### config.mk
export PLATFORM = sky130hd
export DESIGN_NAME = pc_sequencer_flat
export DESIGN_NICKNAME = d
export VERILOG_FILES = /design/src/rtl/pc_sequencer_pkg.sv /design/src/rtl/pc_sequencer_if.sv /design/src/rtl/pc_sequencer_next_pc_calc.sv /design/src/rtl/pc_sequencer.sv /design/src/flat_wrapper.sv
export SDC_FILE = /design/constraint.sdc
export NUM_CORES = 1
export LEC_CHECK = 0
export ABC_AREA = 1
export ABC_CLOCK_PERIOD_IN_PS = 2900
export CORE_MARGIN = 4
export CORE_UTILIZATION = 55
export DETAILED_ROUTE_END_ITERATION = 8
export PLACE_DENSITY_LB_ADDON = 0.08
export REMOVE_ABC_BUFFERS = 1
export SETUP_SLACK_MARGIN = 0.02
export SYNTH_ARGS = -nofsm -noshare
export SYNTH_HDL_FRONTEND = slang
export SYNTH_HIERARCHICAL = 1
export SYNTH_SLANG_ARGS = --single-unit
### constraint.sdc
create_clock -name clk -period 2.9 [get_ports clk]
set_clock_uncertainty 0.1 [all_clocks]
set_input_delay 0.29 -clock clk [delete_from_list [all_inputs] [get_ports clk]]
set_output_delay 0.29 -clock clk [all_outputs]
set_load 0.05 [all_outputs]
### src/rtl/pc_sequencer_pkg.sv
// Shared core definitions: multi-cycle state encodings and PC constants.
// Used by the sequencer, the branch comparator and the decoder.
package pc_sequencer_pkg;

    typedef enum logic [2:0] {
        ST_FETCH  = 3'd0,
        ST_DECODE = 3'd1,
        ST_EXEC   = 3'd2,
        ST_MEM    = 3'd3,
        ST_WB     = 3'd4
    } state_e;

    localparam logic [31:0] PC_STEP    = 32'd4;
    localparam logic [31:0] JALR_MASK  = ~32'h1;

endpackage

### src/rtl/pc_sequencer_if.sv
// Sequencer <-> core bundle: fetch/data handshakes, decode flags, PC.
// master = sequencer side, slave = datapath/memory side.
interface pc_sequencer_if;
    import pc_sequencer_pkg::*;

    logic [2:0]  state;
    logic [31:0] pc;
    logic [31:0] pc_plus4;
    logic        imem_req;
    logic        imem_ready;
    logic        ir_we;
    logic        is_load;
    logic        is_store;
    logic        dmem_ready;
    logic        is_branch;
    logic        is_jal;
    logic        is_jalr;
    logic        taken_branch;
    logic [31:0] rs1_val;
    logic [31:0] imm;
    logic        retire;
    logic        trap;

    modport master (
        output state, pc, pc_plus4, imem_req, ir_we, retire, trap,
        input  imem_ready, is_load, is_store, dmem_ready,
        input  is_branch, is_jal, is_jalr, taken_branch, rs1_val, imm
    );

    modport slave (
        input  state, pc, pc_plus4, imem_req, ir_we, retire, trap,
        output imem_ready, is_load, is_store, dmem_ready,
        output is_branch, is_jal, is_jalr, taken_branch, rs1_val, imm
    );

endinterface

### src/rtl/pc_sequencer_next_pc_calc.sv
// Combinational next-PC target and misaligned-redirect detection.
module next_pc_calc
    import pc_sequencer_pkg::*;
(
    input  logic [31:0] pc_i,
    input  logic [31:0] rs1_val_i,
    input  logic [31:0] imm_i,
    input  logic        is_branch_i,
    input  logic        is_jal_i,
    input  logic        is_jalr_i,
    input  logic        taken_i,
    output logic [31:0] target_o,
    output logic        misaligned_o
);

    logic redirect;

    always_comb begin
        target_o = pc_i + PC_STEP;
        redirect = 1'b0;
        if (is_jalr_i) begin
            target_o = (rs1_val_i + imm_i) & JALR_MASK;
            redirect = 1'b1;
        end else if (is_jal_i || (is_branch_i && taken_i)) begin
            target_o = pc_i + imm_i;
            redirect = 1'b1;
        end
    end

    // Fall-through is never checked, so a wrap to 0 cannot trap.
    assign misaligned_o = redirect & target_o[1];

endmodule

### src/rtl/pc_sequencer.sv
// Five-state multi-cycle control FSM and program counter for the RV32I core.
module pc_sequencer
    import pc_sequencer_pkg::*;
#(
    parameter logic [31:0] RESET_PC = 32'h0000_0000,
    parameter logic [31:0] TRAP_VEC = 32'h0000_0010
) (
    input  logic            clk,
    input  logic            rst,
    pc_sequencer_if.master  bus
);

    state_e      state_q, state_d;
    logic [31:0] pc_q, pc_d;
    logic        ir_we_q, ir_we_d;
    logic        retire_q, retire_d;
    logic        trap_q, trap_d;
    logic [31:0] target;
    logic        misaligned;

    next_pc_calc u_next_pc (
        .pc_i         (pc_q),
        .rs1_val_i    (bus.rs1_val),
        .imm_i        (bus.imm),
        .is_branch_i  (bus.is_branch),
        .is_jal_i     (bus.is_jal),
        .is_jalr_i    (bus.is_jalr),
        .taken_i      (bus.taken_branch),
        .target_o     (target),
        .misaligned_o (misaligned)
    );

    always_ff @(posedge clk or posedge rst) begin
        if (rst) begin
            state_q  <= ST_FETCH;
            pc_q     <= RESET_PC;
            ir_we_q  <= 1'b0;
            retire_q <= 1'b0;
            trap_q   <= 1'b0;
        end else begin
            state_q  <= state_d;
            pc_q     <= pc_d;
            ir_we_q  <= ir_we_d;
            retire_q <= retire_d;
            trap_q   <= trap_d;
        end
    end

    always_comb begin
        state_d  = state_q;
        pc_d     = pc_q;
        ir_we_d  = 1'b0;
        retire_d = 1'b0;
        trap_d   = 1'b0;
        case (state_q)
            ST_FETCH: begin
                if (bus.imem_ready) begin
                    ir_we_d = 1'b1;
                    state_d = ST_DECODE;
                end
            end
            ST_DECODE: state_d = ST_EXEC;
            ST_EXEC:   state_d = ST_MEM;
            ST_MEM: begin
                if (!(bus.is_load || bus.is_store) || bus.dmem_ready)
                    state_d = ST_WB;
            end
            ST_WB: begin
                state_d = ST_FETCH;
                if (misaligned) begin
                    pc_d   = TRAP_VEC;
                    trap_d = 1'b1;
                end else begin
                    pc_d     = target;
                    retire_d = 1'b1;
                end
            end
            // Unreachable encodings recover without touching the PC.
            default: state_d = ST_FETCH;
        endcase
    end

    assign bus.state    = state_q;
    assign bus.pc       = pc_q;
    assign bus.pc_plus4 = pc_q + PC_STEP;
    assign bus.imem_req = (state_q == ST_FETCH);
    assign bus.ir_we    = ir_we_q;
    assign bus.retire   = retire_q;
    assign bus.trap     = trap_q;

endmodule
### src/flat_wrapper.sv
// flat-port wrapper written by rule: the top's interface ports become plain ports
module pc_sequencer_flat import pc_sequencer_pkg::*;
#(
    parameter logic [31:0] RESET_PC = 32'h0000_0000,
    parameter logic [31:0] TRAP_VEC = 32'h0000_0010
)
  (clk, rst, bus_state, bus_pc, bus_pc_plus4, bus_imem_req, bus_ir_we, bus_retire, bus_trap, bus_imem_ready, bus_is_load, bus_is_store, bus_dmem_ready, bus_is_branch, bus_is_jal, bus_is_jalr, bus_taken_branch, bus_rs1_val, bus_imm);
  pc_sequencer_if bus_i ();
  input  logic clk;
  input  logic rst;
  output wire logic [$bits(bus_i.state)-1:0] bus_state;
  output wire logic [$bits(bus_i.pc)-1:0] bus_pc;
  output wire logic [$bits(bus_i.pc_plus4)-1:0] bus_pc_plus4;
  output wire logic [$bits(bus_i.imem_req)-1:0] bus_imem_req;
  output wire logic [$bits(bus_i.ir_we)-1:0] bus_ir_we;
  output wire logic [$bits(bus_i.retire)-1:0] bus_retire;
  output wire logic [$bits(bus_i.trap)-1:0] bus_trap;
  input wire logic [$bits(bus_i.imem_ready)-1:0] bus_imem_ready;
  input wire logic [$bits(bus_i.is_load)-1:0] bus_is_load;
  input wire logic [$bits(bus_i.is_store)-1:0] bus_is_store;
  input wire logic [$bits(bus_i.dmem_ready)-1:0] bus_dmem_ready;
  input wire logic [$bits(bus_i.is_branch)-1:0] bus_is_branch;
  input wire logic [$bits(bus_i.is_jal)-1:0] bus_is_jal;
  input wire logic [$bits(bus_i.is_jalr)-1:0] bus_is_jalr;
  input wire logic [$bits(bus_i.taken_branch)-1:0] bus_taken_branch;
  input wire logic [$bits(bus_i.rs1_val)-1:0] bus_rs1_val;
  input wire logic [$bits(bus_i.imm)-1:0] bus_imm;
  assign bus_state = bus_i.state;
  assign bus_pc = bus_i.pc;
  assign bus_pc_plus4 = bus_i.pc_plus4;
  assign bus_imem_req = bus_i.imem_req;
  assign bus_ir_we = bus_i.ir_we;
  assign bus_retire = bus_i.retire;
  assign bus_trap = bus_i.trap;
  assign bus_i.imem_ready = bus_imem_ready;
  assign bus_i.is_load = bus_is_load;
  assign bus_i.is_store = bus_is_store;
  assign bus_i.dmem_ready = bus_dmem_ready;
  assign bus_i.is_branch = bus_is_branch;
  assign bus_i.is_jal = bus_is_jal;
  assign bus_i.is_jalr = bus_is_jalr;
  assign bus_i.taken_branch = bus_taken_branch;
  assign bus_i.rs1_val = bus_rs1_val;
  assign bus_i.imm = bus_imm;
  pc_sequencer #(.RESET_PC(RESET_PC), .TRAP_VEC(TRAP_VEC)) u_core (.clk(clk), .rst(rst), .bus(bus_i));
endmodule
======== Word level (Yosys, flattened, before mapping) ========
Index checks and enable logic that the tools add are counted.
operators by class
  mux-type cells .......................... 14
  eq/ne operators ......................... 6
  reductions and logical operators ........ 7
  $add $sub $neg .......................... 3
  bitwise logic cells ..................... 1
operators by type and width
  operator                                                                 number
  32-bit two-way mux                                                       3
  32-bit adder                                                             2
  32-bit by 3-bit adder with 32-bit output, second input constant          1
  3-bit case mux with 4 select lines                                       1
  1-bit two-way mux                                                        8
  3-bit by 2-bit == test with 1-bit output, second input constant          2
  3-bit two-way mux                                                        2
  2-bit by 1-bit inequality test with 1-bit output, second input constant  2
  3-bit by 1-bit == test with 1-bit output, second input constant          1
  3-bit == test, second input constant                                     1
  3-bit zero test                                                          1
  1-bit logical OR                                                         3
  2-bit AND reduction                                                      1
  1-bit bitwise AND                                                        1
  1-bit logical AND                                                        1
  1-bit zero test                                                          1
word-level totals
  output and inout port bits .............. 71
  logic and storage cells ................. 36
  flip-flop bits (word level) ............. 38
  bits of input ports ..................... 74

======== Logic depth before layout (Yosys ltp) ========
Gate-level depths: netlist of the first run.
  depth after elaboration ................. 7
  gate-level depth with buffers ........... 17
  mapped depth without buffers ............ 17

======== By module ========
Netlist of the first run, hierarchy kept.
modules (own cells, without submodules)
  module        instances  sequential area each (sq um)  cells an instance  area an instance (sq um)
  next_pc_calc  1          0.0                           1208               5871.9
  pc_sequencer  1          950.9                         305                2264.7

======== Least setup slack after synthesis of the first run ========
Ideal clock, no wire load.
  path type ............................... register to output
  start point ............................. register u_core.pc_q[2] (netlist: u_core/bus.pc[2])
  end point ............................... output bus_pc_plus4[11]
  data required time ...................... 2.510 ns
  stages on the path, launching flop included .. 6
  path buffers ............................ 0
  setup slack ............................. 0.086 ns
  arrival time ............................ 2.424 ns
  path through ............................ dfrtp_1 -> inv_1 -> nor2_4 -> nand2_4 -> nor2_4 -> xor2_1
between the ends
  word-level cells in the longest chain between the ends .. 1
RTL lines
  what                                      RTL line            RTL
  start: declaration                        pc_sequencer.sv:14  logic [31:0] pc_q, pc_d;
  start signal: assignment                  pc_sequencer.sv:42  pc_q <= pc_d;
  32-bit by 3-bit adder with 32-bit output  pc_sequencer.sv:85  assign bus.pc_plus4 = pc_q + PC_STEP;
  end: declaration                          flat_wrapper.sv:13  output wire logic [$bits(bus_i.pc_plus4)-1:0] bus_pc_plus4;
Every way passes these cells.

======== Worst setup path after layout of the first run ========
  start point ............................. register u_core.pc_q[12] (netlist: u_core/bus.pc[12])
  end point ............................... register u_core.pc_q[31] (netlist: u_core/bus.pc[31])
between the ends
  word-level cells in the longest chain between the ends .. 4
  elaborated cells on any way between the ends .. 5
  those cells by class .................... 2 x add/sub; 3 x mux
RTL lines
  what                                                                      RTL line                                                          RTL
  32-bit by 3-bit adder with 32-bit output or 32-bit adder (tied branches)  pc_sequencer_next_pc_calc.sv:19, pc_sequencer_next_pc_calc.sv:25
  32-bit two-way mux *                                                      pc_sequencer_next_pc_calc.sv:24                                   end else if (is_jal_i || (is_branch_i && taken_i)) begin
  32-bit two-way mux *                                                      pc_sequencer_next_pc_calc.sv:21                                   if (is_jalr_i) begin
  named net u_core.target[31]                                               pc_sequencer.sv:18                                                logic [31:0] target;
  32-bit two-way mux *                                                      pc_sequencer.sv:70                                                if (misaligned) begin
Mark *: on every way through the listed nets, which the timed path passes. The rest lies on a longest branch.
A chain may end at the register's enable or synchronous reset.

==> results.tsv, run 1 <==
metric	value	unit
run status	finished, final reports clean	
number of cell instances on the worst register-to-register path	15	
post-synthesis cell count	1513	
layout overhead on the synthesized area	24.5	%
number of buffers created by CTS	5	
vias in the first global route	9153	
leading cell type by number of instances after synthesis	sky130_fd_sc_hd__nand2_1	
Max clock buf depth	2	
clk_lat worst skew	0.28	ns
TritonCTS Sinks	38	
row cnt	44	
GR Overflow Total	0	
met2 wire length	14.0	mm
endpoint of the worst-slack reg-to-reg timing path	u_core/bus.pc[31]$_DFFE_PP0N_	
worst slack on hold paths	0.338	ns
number of top-level pins	145	
proportion of register bits with asynchronous set or reset after synthesis	100	%
Initial DRT Pass Iterations	6	
CP max-delay cell	sky130_fd_sc_hd__dfrtp_1	
total of flip-flops plus latches after synthesis	38	
startpoint types	flip-flop	
final-report hold violation count	0	
Setup Buffers After CTS	0	
cell mode on critical path	sky130_fd_sc_hd__nand2_1	
vertical extent of the die	130	um
DP HPWL	25.9	mm
highest achievable clock rate	362	MHz
Ys Warns	6	
Data required, critical path	2.94	ns
reg2reg start	u_core/bus.pc[12]$_DFFE_PP0N_	
sum of routed wire segments on met1	12.5	mm
maximum vdd ir drop	0.000433	V
First DRT Iteration DRCs	1068	
post-layout total power	0.00883	W
number of max-slew violations in the final report	0	
cell area after synthesis	8140	um2
antenna violations before repair	0	
post-route cell area	10100	um2
Seq/Total Area, Yosys	11.7	%
TritonCTS clock tree	built	
number of enable flip-flop cells after synthesis	0	
cell-by-cell trace of the critical path	ha_2 -> nand2_1 -> buf_4 -> nor2_1 -> a21oi_1 -> nand2_1 -> nand2_1 -> nand2_1 -> nand2_1 -> nand3_1 -> nand2_1 -> nand2_1 -> nand2_1 -> nand2_1 -> o21ai_0	
die area	16800	um2
total placed instance area	9950	um2
primary flip-flop cell chosen by synthesis mapping	sky130_fd_sc_hd__dfrtp_1	
total number of nets in the final design	1824	
min Tclk post-route	2.76	ns
syn avg cell area	5.38	um2
Leakage Power	5.42	nW
Via Count	10500	
critical path fanouts, max	9	
wire length on met3	3.65	mm
Critical Path Max Stage Delay	0.55	ns
area of combinational cells with multiple inputs	6210	um2
unrepaired setup endpoints after global routing	no	
top area cells in the synthesized netlist	sky130_fd_sc_hd__nand2_1 (27%), sky130_fd_sc_hd__dfrtp_1 (12%), sky130_fd_sc_hd__inv_1 (11%)	
Remaining DRCs	0	
htree depth	2	
overall fraction of global-route tracks in use	36.2	%
IO buf count	144	
pin count of the biggest net entering global routing	39	
Distinct cells, synth	45	
root buffer cell	sky130_fd_sc_hd__clkbuf_16	
Initial Util	56.0	%
Slew Limit Headroom	40.4	%
share of the core filled with cells in the final layout	69.7	%
top cell type by total area after synthesis	sky130_fd_sc_hd__nand2_1	
power per unit of standard cell area	872	nW/um2
endpoint class of the critical path	flip-flop	
clock transition time at the flip-flop clock pins of the worst setup and hold paths	0.06	ns
Fillers	1379	
commonest cells in the netlist	sky130_fd_sc_hd__nand2_1 (577), sky130_fd_sc_hd__inv_1 (230), sky130_fd_sc_hd__nor2_1 (160), sky130_fd_sc_hd__nand3_1 (99), sky130_fd_sc_hd__a21oi_1 (79)	
Routability Congestion	1.03	
MaxCap Viol Count	0	
layout cells sized above 1	7.18	%
Reg area	951	um2
Antenna diodes	0	
Total Routed Length	31.3	mm
slew at the pin closest to its max-slew limit	0.892	ns
routed wire length per instance	16.8	um
path category of the worst min-delay check	input port to async pin	
floorplan die width	130	um
post-synth top area share	26.6	%
share of the cycle needed by the critical path after routing	95.2	%
Worst Setup Path Type	flip-flop to flip-flop	
worst-case register-to-register setup slack	0.14	ns
total of endpoints with negative setup slack in the final report	0	
Antenna Violating Nets Remaining	0	
Vias per Instance	5.62	
DR top layer	met4	
Core ar.	14500	um2
data arrival time of the worst path	2.80	ns
global-route wire length before repair	47.4	mm
per-layer routing:
layer	vias to the layer above	GRT usage [%]
li1	5124	-
met1	4685	48.2
met2	612	59.8
met3	92	5.85
met4	0	11.6
met5	-	0
how the worst max path moves through the flow:
stage                                   from                       endpoint  slack [ns]  depth (start not counted)
2_1_floorplan                  bus_is_branch   u_core/bus.pc[1]$_DFFE_PP0N_       -0.38                          7
3_3_place_gp                      bus_imm[4]  u_core/bus.pc[15]$_DFFE_PP0N_        0.06                         11
3_5_place_dp                      bus_imm[0]   u_core/bus.pc[5]$_DFFE_PP0N_        0.02                          8
4_1_cts         u_core/bus.pc[2]$_DFFE_PP0N_               bus_pc_plus4[22]        0.11                          6
5_1_grt        u_core/bus.pc[12]$_DFFE_PP0N_  u_core/bus.pc[31]$_DFFE_PP0N_        0.03                         15
6_report       u_core/bus.pc[12]$_DFFE_PP0N_  u_core/bus.pc[31]$_DFFE_PP0N_        0.14                         15
per-stage QoR:
step | cells | setup slack [ns] | setup TNS, ns
floorplan | 1494 | -0.380 | -11.67
global placement | 1862 | 0.0645 | 0
detailed placement | 1862 | 0.0240 | 0
CTS | 1869 | 0.113 | 0
global route | 1869 | 0.0342 | 0
finish | 1869 | 0.141 | 0
power by group:
group          internal, W  leakage, nW  switching (W)  total (W)
combinational      0.00230         4.85        0.00458    0.00688
sequential        0.000749        0.484       0.000549    0.00130
clock             0.000425       0.0829       0.000222   0.000647
total              0.00347         5.42        0.00535    0.00883
cell type report:
type / count / area share (%)
clock buffer: 6 / 1.37
clock inverter: 1 / 0.297
inverter: 234 / 8.67
multi-input combinational: 1222 / 61.3
sequential: 38 / 9.39
tap: 184 / 2.27
timing repair buffer: 184 / 16.7
state kept, by name (all words and copies together), names as in the netlist:
register	flops
u_core/bus.ir_we	1
u_core/bus.pc	32
u_core/bus.retire	1
u_core/bus.state	3
u_core/bus.trap	1
worst max-delay path: cells and delay by family, from the launching register on:
family	cells	cell delay [ns]
AND/OR/NAND/NOR	11	1.10
AO/OA/AOI/OAI	2	0.24
buffers and inverters	1	0.14
adder cells (fa/ha/maj)	1	0.50
flip-flops	1	0.55
cells in the final DEF (no fill, tap or decap), types with 14 or more instances in the layout:
cell type,instances
sky130_fd_sc_hd__nand3_1,99
sky130_fd_sc_hd__nand2_1,577
sky130_fd_sc_hd__ha_1,62
sky130_fd_sc_hd__inv_1,230
sky130_fd_sc_hd__o21ai_0,54
sky130_fd_sc_hd__xor2_1,30
sky130_fd_sc_hd__buf_4,62
sky130_fd_sc_hd__xnor2_1,18
sky130_fd_sc_hd__nor3_1,20
sky130_fd_sc_hd__a22o_1,14
sky130_fd_sc_hd__nor2_1,160
sky130_fd_sc_hd__clkdlybuf4s50_1,121
sky130_fd_sc_hd__a21oi_1,78
sky130_fd_sc_hd__dfrtp_1,38
cells by family after synthesis:
| family | after synthesis | synth area share, % |
|---|---|---|
| buffers and inverters | 253 | 12.1 |
| AO/OA/AOI/OAI | 180 | 12.7 |
| flip-flops | 38 | 11.7 |
| XOR/XNOR | 48 | 5.17 |
| AND/OR/NAND/NOR | 929 | 48.2 |
| adder cells (fa/ha/maj) | 65 | 10.2 |
timing repair:
item,in CTS,in global routing
gates resized for setup,0,2
endpoints found under the hold margin,0,0
hold buffers,0,0
setup endpoints to repair,0,3
No activity file was read; power rests on OpenSTA's default activity.
==> inputs of run 2 (changes only) <==
MAX_ROUTING_LAYER = met4   (was unset)
==> results.tsv, run 2 (synthesis results as in run 1) <==
metric	value	unit
IO buf count	144	
overall fraction of global-route tracks in use	37.8	%
number of buffers created by CTS	5	
share of the cycle needed by the critical path after routing	93.9	%
root buffer cell	sky130_fd_sc_hd__clkbuf_16	
startpoint types	flip-flop	
Slew Limit Headroom	42.3	%
most used cells in the layout excluding fill and tap cells	sky130_fd_sc_hd__nand2_1 (577), sky130_fd_sc_hd__inv_1 (230), sky130_fd_sc_hd__nor2_1 (160)	
Max clock buf depth	2	
critical path fanouts, max	6	
Worst Setup Path Type	flip-flop to primary output	
path category of the worst min-delay check	input port to async pin	
unrepaired setup endpoints after global routing	no	
number of cells after detailed placement	1862	
run status	finished, final reports clean	
Core ar.	14500	um2
GR Overflow Total	0	
TritonCTS Sinks	38	
pin count of the biggest net entering global routing	39	
endpoint class of the critical path	primary output	
global-route wire length before repair	48.2	mm
number of max-slew violations in the final report	0	
Routability Congestion	1.03	
Antenna Violating Nets Remaining	0	
Leakage Power	5.43	nW
Setup Buffers After CTS	0	
clock transition time at the flip-flop clock pins of the worst setup and hold paths	0.06	ns
Total Routed Length	31.6	mm
row cnt	44	
maximum vdd ir drop	0.000466	V
total of endpoints with negative setup slack in the final report	0	
worst-case register-to-register setup slack	0.25	ns
vertical extent of the die	130	um
routed wire length per instance	16.9	um
Antenna diodes	0	
Initial DRT Pass Iterations	6	
Remaining DRCs	0	
commonest non-fill, non-tap cell in the layout	sky130_fd_sc_hd__nand2_1	
layout cells sized above 1	7.18	%
antenna violations before repair	0	
htree depth	2	
max FFs per register	32	
final sum of negative setup slack	0	ns
clk_lat worst skew	0.29	ns
First DRT Iteration DRCs	1386	
Vias per Instance	5.61	
min Tclk post-route	2.72	ns
final-report hold violation count	0	
floorplan die width	130	um
DP HPWL	26.3	mm
Initial Util	56.0	%
total number of nets in the final design	1824	
power per unit of standard cell area	869	nW/um2
highest achievable clock rate	367	MHz
Data required, critical path	2.51	ns
die area	16800	um2
MaxCap Viol Count	0	
Via Count	10500	
data arrival time of the worst path	2.33	ns
layout overhead on the synthesized area	24.2	%
final cell count without fillers	1870	
number of top-level pins	145	
slew at the pin closest to its max-slew limit	0.864	ns
TritonCTS clock tree	built	
vias in the first global route	9336	
-- run 2: cell types whose count changed in the layout (fill, tap and decap cells not counted) --
cell                              delta
sky130_fd_sc_hd__clkinv_2            +1
sky130_fd_sc_hd__clkinvlp_4          +1
sky130_fd_sc_hd__ha_1                +1
sky130_fd_sc_hd__ha_2                -1
sky130_fd_sc_hd__dlymetal6s2s_1      +1
sky130_fd_sc_hd__clkdlybuf4s50_1     -1
sky130_fd_sc_hd__bufinv_16           -1
-- run 2: routing by layer --
metal  share of wire [%]  GRT usage (%)  vias up
met5                   0              -        -
met3                  10           3.50       82
met2                  45           59.5      630
met1                  41           50.6     4668
met4                 4.1           13.9        0
li1                    -              -     5118
-- run 2: path summary, 6_finish.rpt --
check / start / endpoint / cells past startpoint
worst min-delay path: rst / u_core/bus.state[2]$_DFFE_PP0P_ / 3
worst max-delay path: u_core/bus.pc[4]$_DFFE_PP0N_ / bus_pc_plus4[7] / 6
min in group clk: bus_imem_ready / u_core/bus.ir_we$_DFF_PP0_ / 3
worst max register to register: u_core/bus.pc[0]$_DFFE_PP0N_ / u_core/bus.pc[5]$_DFFE_PP0N_ / 7
worst min register to register: u_core/bus.pc[0]$_DFFE_PP0N_ / u_core/bus.pc[0]$_DFFE_PP0N_ / 1
max in group asynchronous: rst / u_core/bus.pc[22]$_DFFE_PP0N_ / 3
-- run 2: final cells by class --
type | instances | area (um2)
repair buffers | 184 | 1690
fillers | 1391 | 4430
clock buffers | 6 | 139
well taps | 184 | 230
multi-input cells | 1222 | 6210
clock inverters | 2 | 12.5
flip-flops and latches | 38 | 951
inverters | 234 | 878
-- run 2: metrics by stage --
stage	util (%)	hold slack (ns)	power (W)	setup WS, ns	cell area (um2)
after floorplan	-	0.319	0.00576	-0.380	8030
after global placement	68.5	0.491	0.00793	0.0401	9950
after detailed placement	68.5	0.507	0.00803	0.0319	9950
after CTS	69.5	0.367	0.00863	0.0548	10100
after global routing	69.6	0.406	0.00936	0.0634	10100
final	69.6	0.348	0.00879	0.178	10100
-- run 2: critical path: stages (launching register included) --
cell,delay [ns]
sky130_fd_sc_hd__dfrtp_1,0.49
sky130_fd_sc_hd__buf_4,0.21
sky130_fd_sc_hd__nand2_1,0.09
sky130_fd_sc_hd__nor2_4,0.18
sky130_fd_sc_hd__nand2_2,0.11
sky130_fd_sc_hd__xnor2_1,0.14
sky130_fd_sc_hd__clkdlybuf4s50_1,0.81
-- run 2: repair_timing --
action	4_1_cts	5_1_grt
resized for setup	0	2
setup endpoints to repair	0	2
hold buffers	0	0
endpoints found under the hold margin	0	0
-- run 2: power by group --
| group | switching (W) | internal [W] | total, W |
|---|---|---|---|
| clock | 0.000236 | 0.000341 | 0.000577 |
| sequential | 0.000505 | 0.000750 | 0.00125 |
| combinational | 0.00465 | 0.00230 | 0.00695 |
==> inputs of run 3 (changes only) <==
ABC_CLOCK_PERIOD_IN_PS = 2500   (was 2900)
CORE_UTILIZATION = 50   (was 55)
clock period = 2.5 ns   (was 2.9 ns; I/O delays follow)
==> results.tsv, run 3 (synthesis results as in run 1) <==
metric	value	unit
run status	finished, final reports clean	
htree depth	2	
Routability Congestion	1.02	
total number of nets in the final design	1968	
Max clock buf depth	2	
floorplan die width	136	um
path category of the worst min-delay check	input port to async pin	
Antenna Violating Nets Remaining	0	
highest achievable clock rate	410	MHz
Initial Util	51.0	%
Slew Limit Headroom	57.5	%
endpoint class of the critical path	flip-flop	
Leakage Power	6.31	nW
number of buffers created by CTS	5	
clock transition time at the flip-flop clock pins of the worst setup and hold paths	0.07	ns
cell mode on critical path	sky130_fd_sc_hd__nand3_1	
Remaining DRCs	0	
Critical Path Max Stage Delay	0.40	ns
slew at the pin closest to its max-slew limit	0.637	ns
clk_lat worst skew	0.30	ns
max FFs per register	32	
overall fraction of global-route tracks in use	36.6	%
post-layout total power	0.0120	W
Fillers	1339	
cell-by-cell trace of the critical path	ha_2 -> fa_2 -> nand3_1 -> nand3_1 -> nand2_1 -> nand3_1 -> or2_2 -> nand3_1 -> o21ai_0 -> nand2_1 -> o21ai_0 -> a22o_1	
CP max-delay cell	sky130_fd_sc_hd__dfrtp_1	
post-route cell area	12000	um2
die area	18400	um2
global-route wire length before repair	51.6	mm
Data required, critical path	2.59	ns
power per unit of standard cell area	1010	nW/um2
number of cells after detailed placement	2034	
total placed instance area	11400	um2
critical path fanouts, max	3	
min Tclk post-route	2.44	ns
row cnt	46	
startpoint types	flip-flop	
routed wire length per instance	16.9	um
Worst Setup Path Type	flip-flop to flip-flop	
share of the cycle needed by the critical path after routing	97.4	%
Via Count	11100	
IO buf count	144	
maximum vdd ir drop	0.000765	V
antenna violations before repair	1	
vias in the first global route	10300	
layout cells sized above 1	18.7	%
DP HPWL	28.4	mm
number of top-level pins	145	
final cell count without fillers	2047	
Core ar.	15900	um2
layout overhead on the synthesized area	47.1	%
TritonCTS clock tree	built	
most used cells in the layout excluding fill and tap cells	sky130_fd_sc_hd__nand2_1 (562), sky130_fd_sc_hd__inv_1 (230), sky130_fd_sc_hd__buf_4 (185)	
Vias per Instance	5.41	
commonest non-fill, non-tap cell in the layout	sky130_fd_sc_hd__nand2_1	
vertical extent of the die	136	um
GR Overflow Total	0	
pin count of the biggest net entering global routing	39	
root buffer cell	sky130_fd_sc_hd__clkbuf_16	
TritonCTS Sinks	38	
Total Routed Length	34.5	mm
final-report hold violation count	0	
unrepaired setup endpoints after global routing	yes	
MaxCap Viol Count	0	
worst-case register-to-register setup slack	0.06	ns
Initial DRT Pass Iterations	6	
First DRT Iteration DRCs	1384	
total of endpoints with negative setup slack in the final report	0	
data arrival time of the worst path	2.52	ns
number of max-slew violations in the final report	0	
run 3: changes by cell type in the layout (fill, tap and decap cells not counted), sizes merged, moves of 2 or more:
cell	before	now
bufinv	0	2
clkdlybuf4s50	120	108
dlymetal6s2s	2	8
buf	62	212
run 3: worst max-delay path: cells and delay by family (launching register included):
kind	cells	cell delay, ns
DFF	1	0.40
and+or+nand+nor	7	0.86
AOI/OAI and AO/OA	3	0.38
adders and majority gates	2	0.57
run 3: repair_timing:
item                       4_1_cts  5_1_grt
gates cloned                     0        0
hold buffers                     0        0
pin swaps                        0       11
hold endpoints to repair         0        0
resized for setup                3       83
buffers inserted                 1        3
setup endpoints to repair        9       29
run 3: final cells by class:
class,count,area [um2],area share [%]
tap,216,270,2.26
clock buffer,5,125,1.05
clock inverter,3,68.8,0.575
sequential,38,953,7.97
antenna,1,2.50,0.0209
multi-input combinational,1222,6560,54.8
timing repair buffer,328,3110,26.0
inverter,234,878,7.34
run 3: path summary, 6_finish.rpt:
check,from,to,depth (start not counted)
worst max-delay path,u_core/bus.pc[0]$_DFFE_PP0N_,u_core/bus.pc[8]$_DFFE_PP0N_,12
worst min-delay path,rst,u_core/bus.state[0]$_DFFE_PP0P_,3
worst max register to register,u_core/bus.pc[0]$_DFFE_PP0N_,u_core/bus.pc[8]$_DFFE_PP0N_,12
worst min register to register,u_core/bus.state[1]$_DFFE_PP0P_,u_core/bus.state[1]$_DFFE_PP0P_,3
max in group asynchronous,rst,u_core/bus.pc[2]$_DFFE_PP0N_,3
min in group clk,bus_imem_ready,u_core/bus.ir_we$_DFF_PP0_,3
run 3: report_power, final:
group / leakage [nW] / total, W / internal (W) / switching, W
Combinational: 5.74 / 0.00993 / 0.00386 / 0.00607
Sequential: 0.481 / 0.00122 / 0.000878 / 0.000340
Clock: 0.0940 / 0.000878 / 0.000575 / 0.000303
Total: 6.31 / 0.0120 / 0.00532 / 0.00671
run 3: per-layer routing:
layer	global-route usage [%]	routed length (um)	vias to the layer above
li1	-	-	5411
met2	61.8	16300	622
met1	46.4	13300	4947
met3	3.42	3630	94
met5	-	0	-
met4	11.9	1360	0
run 3: through the flow:
stage	TNS [ns]	utilization (%)	setup WS, ns	hold slack, ns
after floorplan	-25.68	-	-0.740	0.279
after global placement	-3.37	71.3	-0.326	0.481
after detailed placement	-5.38	71.3	-0.354	0.497
after CTS	0	72.6	0.0339	0.310
after global routing	-0.0513	75.1	-0.0260	0.342
final	0	75.1	0.0639	0.282
